--- src/rtl/alu_result_display.sv ---
// Latches ALU result/flags on i_valid and scans them onto a 3-digit 7-segment display.
// Optional macro ALU_DISP_BLINK_ERR_EN: blink the "Err" message every 8 scan rounds.
module alu_result_display #(
  parameter int unsigned SCAN_DIV = 50000,
  parameter int unsigned DIV_W    = $clog2(SCAN_DIV)
) (
  input  logic       i_clk,
  input  logic       i_rst_n,
  input  logic       i_valid,
  input  logic       i_clear,
  input  logic [4:0] i_result,
  input  logic       i_dzf,
  input  logic       i_zf,
  input  logic       i_sf,
  output logic [6:0] o_seg,
  output logic [2:0] o_an,
  output logic       o_zf_led,
  output logic       o_sf_led
);

  localparam logic [DIV_W-1:0] DIV_MAX = DIV_W'(SCAN_DIV - 1);

  typedef enum logic [1:0] {S_IDLE, S_SHOW, S_ERR} state_t;

  state_t           r_state;
  logic [DIV_W-1:0] r_div;
  logic [1:0]       r_idx;
  logic [4:0]       r_result;
  logic [6:0]       r_seg;
  logic [2:0]       r_an;
  logic             r_zf_led;
  logic             r_sf_led;

  logic             w_div_wrap;
  logic [3:0]       w_mag;
  logic             w_ge10;
  logic [3:0]       w_units;
  logic [6:0]       w_seg;
  logic [2:0]       w_an;

`ifdef ALU_DISP_BLINK_ERR_EN
  logic [2:0]       r_round;
  logic             r_blank;
  logic             w_round_wrap;
  assign w_round_wrap = w_div_wrap && (r_idx == 2'd2);
`endif

  function automatic logic [6:0] f_seg7(input logic [3:0] d);
    case (d)
      4'd0:    f_seg7 = 7'h3F;
      4'd1:    f_seg7 = 7'h06;
      4'd2:    f_seg7 = 7'h5B;
      4'd3:    f_seg7 = 7'h4F;
      4'd4:    f_seg7 = 7'h66;
      4'd5:    f_seg7 = 7'h6D;
      4'd6:    f_seg7 = 7'h7D;
      4'd7:    f_seg7 = 7'h07;
      4'd8:    f_seg7 = 7'h7F;
      4'd9:    f_seg7 = 7'h6F;
      default: f_seg7 = 7'h00;
    endcase
  endfunction

  assign w_div_wrap = (r_div == DIV_MAX);
  assign w_mag      = r_result[3:0];
  assign w_ge10     = (w_mag >= 4'd10);
  assign w_units    = w_ge10 ? (w_mag - 4'd10) : w_mag;

  // Segment pattern and anode enable for the digit currently selected by the scan
  always_comb begin
    w_seg = 7'h00;
    w_an  = 3'b110;
    case (r_idx)
      2'd1:    w_an = 3'b101;
      2'd2:    w_an = 3'b011;
      default: w_an = 3'b110;
    endcase
    case (r_state)
      S_SHOW: begin
        case (r_idx)
          2'd0:    w_seg = f_seg7(w_units);
          2'd1:    w_seg = w_ge10 ? 7'h06 : 7'h00;
          2'd2:    w_seg = (r_result[4] && (w_mag != 4'd0)) ? 7'h40 : 7'h00;
          default: w_seg = 7'h00;
        endcase
      end
      S_ERR: begin
        w_seg = (r_idx == 2'd2) ? 7'h79 : 7'h50;
`ifdef ALU_DISP_BLINK_ERR_EN
        if (r_blank) w_seg = 7'h00;
`endif
      end
      default: w_seg = 7'h00;
    endcase
  end

  always_ff @(posedge i_clk or negedge i_rst_n) begin
    if (!i_rst_n) begin
      r_state  <= S_IDLE;
      r_div    <= '0;
      r_idx    <= 2'd0;
      r_result <= 5'd0;
      r_seg    <= 7'h00;
      r_an     <= 3'b111;
      r_zf_led <= 1'b0;
      r_sf_led <= 1'b0;
`ifdef ALU_DISP_BLINK_ERR_EN
      r_round  <= 3'd0;
      r_blank  <= 1'b0;
`endif
    end else begin
      r_div <= w_div_wrap ? '0 : (r_div + DIV_W'(1));
      if (w_div_wrap) r_idx <= (r_idx == 2'd2) ? 2'd0 : (r_idx + 2'd1);
      r_seg <= w_seg;
      r_an  <= w_an;
      // Clear wins over a coincident capture
      if (i_clear) begin
        r_state  <= S_IDLE;
        r_zf_led <= 1'b0;
        r_sf_led <= 1'b0;
      end else if (i_valid) begin
        r_result <= i_result;
        r_zf_led <= i_zf;
        r_sf_led <= i_sf;
        r_state  <= i_dzf ? S_ERR : S_SHOW;
      end
`ifdef ALU_DISP_BLINK_ERR_EN
      if (!i_clear && i_valid && i_dzf) begin
        r_round <= 3'd0;
        r_blank <= 1'b0;
      end else if ((r_state == S_ERR) && w_round_wrap) begin
        r_round <= r_round + 3'd1;
        if (r_round == 3'd7) r_blank <= ~r_blank;
      end
`endif
    end
  end

  assign o_seg    = r_seg;
  assign o_an     = r_an;
  assign o_zf_led = r_zf_led;
  assign o_sf_led = r_sf_led;

endmodule

--- config.mk ---
export PLATFORM = sky130hd
export DESIGN_NAME = alu_result_display
export DESIGN_NICKNAME = d
export VERILOG_FILES = /design/src/rtl/alu_result_display.sv
export SDC_FILE = /design/constraint.sdc
export NUM_CORES = 1
export LEC_CHECK = 0
export CORE_MARGIN = 8
export CORE_UTILIZATION = 40
export DETAILED_ROUTE_END_ITERATION = 6
export GPL_TIMING_DRIVEN = 0
export PLACE_DENSITY = 0.61
export SYNTH_ARGS = -nofsm -noshare
export SYNTH_HDL_FRONTEND = slang
export SYNTH_SLANG_ARGS = --single-unit
--- constraint.sdc ---
create_clock -name i_clk -period 2.5 [get_ports i_clk]
set_input_delay 0.5 -clock i_clk [delete_from_list [all_inputs] [get_ports i_clk]]
set_output_delay 0.5 -clock i_clk [all_outputs]
set_load 0.01 [all_outputs]
Word level (Yosys, flattened, before mapping)
Memories as Yosys holds them, arrays and structs flattened.
Cells that the tools add are included.
{"block": "classes", "add_sub_neg": 3, "n_lt_le_gt_ge": 1, "eq_ne": 5, "n_mux": 16, "bitwise_logic": 1, "n_reduce_logical": 5}
{"op": "7-bit case mux with 3 select lines", "count": 1}
{"op": "16-bit by 1-bit adder with 16-bit output (second input constant)", "count": 1}
{"op": "16-bit equality test (second input constant)", "count": 1}
{"op": "16-bit two-way mux", "count": 1}
{"op": "7-bit case mux with 2 select lines", "count": 1}
{"op": "2-bit two-way mux", "count": 4}
{"op": "7-bit two-way mux", "count": 1}
{"op": "6-bit two-way mux", "count": 1}
{"op": "3-bit case mux with 2 select lines", "count": 1}
{"op": "2-bit by 1-bit equality test with 1-bit output (second input constant)", "count": 2}
{"op": "2-bit equality test (second input constant)", "count": 2}
{"op": "4-bit >= comparator (second input constant)", "count": 1}
{"op": "1-bit two-way mux", "count": 4}
{"op": "4-bit two-way mux", "count": 1}
{"op": "4-bit nonzero test", "count": 1}
{"op": "4-bit subtractor (second input constant)", "count": 1}
{"op": "3-bit two-way mux", "count": 1}
{"op": "2-bit by 1-bit adder with 2-bit output (second input constant)", "count": 1}
{"op": "2-bit logical NOT", "count": 1}
{"op": "2-bit AND reduction", "count": 1}
{"op": "2-bit nonzero test", "count": 1}
{"op": "1-bit logical AND", "count": 1}
{"op": "1-bit inverter", "count": 1}
{"block": "totals", "register_bits": 37, "rom_bits": 112, "inputBits": 12, "out_inout_bits": 12, "elab_cells": 40, "memories": 1}
{"name": "(no name shown)", "depth": 16, "word_bits": 7, "read_ports": 1, "rd_clocked_by_memory_dff": 0, "wr": 0, "line": "49", "source": "case (d)"}

Logic depth before layout (Yosys ltp)
{"block": "depth", "word_depth": 5, "ltp_mapped": 7, "depth_no_buf": 7}

Least setup slack after synthesis
Ideal clock, no wire load.
{"block": "synth_timing", "path_type": "reg2reg", "start": "register r_div[7]", "end": "register r_idx[0]", "arrival_time_ps": 1502, "slack_ps": 924, "stages_incl_launch_ff": 6, "path_buffers": 1, "synth_period_minus_slack_ps": 1576, "cell_sequence": "dfrtp_1 or4b_4 nor4_4 buf_6 nand2_1 o21ai_2"}
{"block": "synth_between", "elab_chain_len": 1}
{"element": "start: declaration", "line": "26", "source": "logic [DIV_W-1:0] r_div;"}
{"element": "start signal: assignment", "line": "112", "source": "r_div <= w_div_wrap ? '0 : (r_div + DIV_W'(1));"}
{"element": "16-bit equality test", "line": "64", "source": "assign w_div_wrap = (r_div == DIV_MAX);"}
{"element": "end signal: assignment", "line": "113", "source": "if (w_div_wrap) r_idx <= (r_idx == 2'd2) ? 2'd0 : (r_idx + 2'd1);"}
{"element": "end: declaration", "line": "27", "source": "logic [1:0] r_idx;"}
Every way passes these cells.
A chain may end at the register's enable or synchronous reset.

Final worst setup path
{"block": "layout_timing", "start": "register r_an[2] (netlist: o_an[2])", "end": "output port o_an[2]"}
{"element": "start: declaration", "line": "30", "source": "logic [2:0] r_an;"}
{"element": "start signal: assignment", "line": "115", "source": "r_an <= w_an;"}
{"element": "end: declaration", "line": "16", "source": "output logic [2:0] o_an,"}
No word-level cell between the ends.

==> metrics.md <==
| Metric | Value |
|---|---|
| # setup viols final | 0 |
| Netlist cell types | 42 |
| Nature of the critical path startpoint | flip-flop |
| Syn Nets | 201 |
| Power Dens Cells | 567 nW/um^2 |
| RSZ-0062 raised after global routing | false |
| Area leader, netlist | dfrtp_1 |
| Crit path kind | flip-flop to primary output |
| Worst-Margin Slew | 811 ps |
| Proportion of netlist area held by the largest area contributor | 45.6% |
| Setup Fix Bufs, Post-CTS | 0 |
| Iter 0 DRT Violations | 97 |
| Top Ports | 24 |
| Fin util | 48.9% |
| Met1 Wirelength | 1740 microns |
| Peak Freq | 546 MHz |
| Syn. warnings | 0 |
| Max Cap Viol | 0 |
| Placed Instances | 251 |
| Vias in the first global route | 1,290 |
| Avg Cell Area, Syn | 10.7 sq um |
| WL met2 | 1440 microns |
| Worst path slowest cell | dfstp_2 |
| CP Cell Sequence | clkdlybuf4s50_1 |
| Clock Pin Slew Worst Setup and Hold Paths | 70 ps |
| GRT Total Usage | 10.4% |
| Buffers and inverters on the worst path | 1 |
| Final Non-Filler Cells | 259 |
| Total congestion overflow | 0 |
| Endpoint type of the worst setup path | primary output |
| Slowest stage delay, CP | 520 ps |
| Leakage power | 1.04 nW |
| Syn Inst Count | 175 |
| Via Count | 1,328 |
| Sink Count | 37 |
| Final wirelength | 3500 microns |
| Largest net degree at the start of global routing | 38 |
| Post-synth EDFFs | 0 |
| Synthesized cell area | 1870 sq um |
| TritonCTS buffer count | 5 |
| Hold WC Path Type | input pin to asynchronous set/reset pin |
| Initial Utilization | 40.6% |
| Status | finished clean |
| Highest routed layer | met4 |
| FILL cells | 416 |
| Register bit count reported by yosys | 37 |
| Root buf cell | clkbuf_8 |
| Worst skew pair latency | 290 ps |
| Site row count | 25 |
| Antenna diode count | 0 |
| Slew margin rel. | 45.9% |
| Synth area leaders | dfrtp_1, ha_1, dfstp_2, nor2_1, inv_1 |
| Core box area | 4600 sq um |
| Per-cell routed wire length | 13.5 microns |
| Fin crit period | 1830 ps |
| Detailed placement HPWL | 2560 microns |
| Seq/Total Area, Yosys | 49.8% |
| Crit path DAT | 1330 ps |
| Peak supply drop | 0.314 mV |
| Design area | 2250 sq um |
| H-tree lvl count | 2 |
| Critical Path RT | 2000 ps |
| Area after DPL | 2150 sq um |
| Dominant synthesized flop cell | dfrtp_1 |
| Die span in x | 84.3 microns |
| Post-Route Setup TNS | 0 ps |
| CTS Buffer Depth | 2 |
| Area added between synthesis and finish | 20.6% |
| Worst Path Max Fanout | 1 |
| DRC Markers | 0 |
| Die footprint | 7100 sq um |
| First-pass GRT wire length | 6080 microns |
| TritonCTS clock tree | yes |
| DR vias/cell | 5.13 |
| Most frequent cell after synthesis | dfrtp_1 |
| Share of layout cells above drive strength 1 | 9.76% |
| Top cells by instance count after synthesis | dfrtp_1, nor2_1, inv_1, ha_1, nand2_1 |
| PostCTS Resize Cnt | 0 |
| Final hold violation count | 0 |
| FFs w/ async S/R, synth | 100% |
| Final Skew | 10.8 ps |
| DR pass1 iterations | 4 |
| Initial antenna violation count | 0 |
| Antenna Nets Post-Route | 0 |
| Routability Congestion | 0.844 |
| Die Ht | 84.3 microns |
| Post-CTS Hold Fix Bufs | 0 |
| Met3 WL | 260 microns |
| Family with the most delay on the worst path | flip-flops |
| Tcrit/Tclk final | 73.2% |
| Final Max Tran Viols | 0 |
| Final #Nets | 230 |
| I/O Buffers | 22 |
-- final cells by class --
type                    count  area, sq um  share of cell area, %
clock inverters             1         5.00                  0.222
plain buffers               4         22.5                   1.00
multi-input cells         119          857                   38.1
flip-flops and latches     37          930                   41.3
inverters                  15         56.3                   2.50
repair buffers             22          215                   9.57
well taps                  54         67.6                   3.00
clock buffers               7         96.3                   4.28
-- sequential cells by signal, indices dropped and copies added (netlist names) --
register	count
o_zf_led	1
r_result	5
o_an	3
r_div	16
o_sf_led	1
r_idx	2
r_state	2
o_seg	7
-- path summary, 6_finish.rpt --
path,slack [ps],cells after the start,endpoint,startpoint
setup / recovery,670,1,o_an[2],o_an[2]
hold / removal,300,1,o_seg[6],i_rst_n
setup reg to reg,750,5,r_idx[0],r_div[12]
hold reg to reg,510,1,r_div[0],r_div[0]
max in group asynchronous,1690,1,o_seg[1],i_rst_n
min in group i_clk,510,1,r_div[0],r_div[0]
-- metrics by stage --
step           setup slack, ps  hold WS [ps]  total power [W]
2_1_floorplan              924           204         0.000760
3_3_place_gp               141           466         0.000826
3_5_place_dp               596           497         0.000832
4_1_cts                    656           326          0.00129
5_1_grt                    618           353          0.00135
6_report                   670           296          0.00128
-- metal layers --
metal	vias to the layer above	track usage, %
li1	660	-
met1	632	13.6
met2	30	14.3
met5	-	0
met4	0	4.71
met3	6	4.65
-- logic make-up after synthesis --
group,after synthesis,synth area share [%]
multiplexers,7,3.89
AO/OA/AOI/OAI,31,11.0
adder cells (fa/ha/maj),14,9.39
AND/OR/NAND/NOR,56,16.5
buffers and inverters,19,4.23
XOR/XNOR,11,5.16
flip-flops,37,49.8
-- power breakdown --
part | internal, W | leakage [nW] | switching (W) | total, W
Clock | 0.000249 | 0.0542 | 0.000207 | 0.000455
Sequential | 0.000619 | 0.478 | 0.0000152 | 0.000635
Combinational | 0.0000840 | 0.510 | 0.000101 | 0.000185
-- cells in the final DEF (no fill, tap or decap), types with 2 or more instances in the layout --
cell,netlist,routed
dfrtp_1,34,34
clkdlybuf4s50_1,0,21
nor2_1,16,16
inv_1,15,15
ha_1,14,14
nand2_1,11,11
nand3_1,9,9
o21ai_0,7,7
a21oi_1,7,7
clkbuf_8,0,7
xnor2_1,6,6
nand4_1,5,5
mux2i_1,5,5
xor2_1,5,5
clkbuf_1,3,3
dfstp_2,3,3
o22ai_1,2,2
a22o_1,2,2
a21boi_0,2,2
or4bb_1,2,2
nand2b_1,2,2
o21ai_2,2,2
mux2_2,2,2
(Power assumes the default switching activity.)
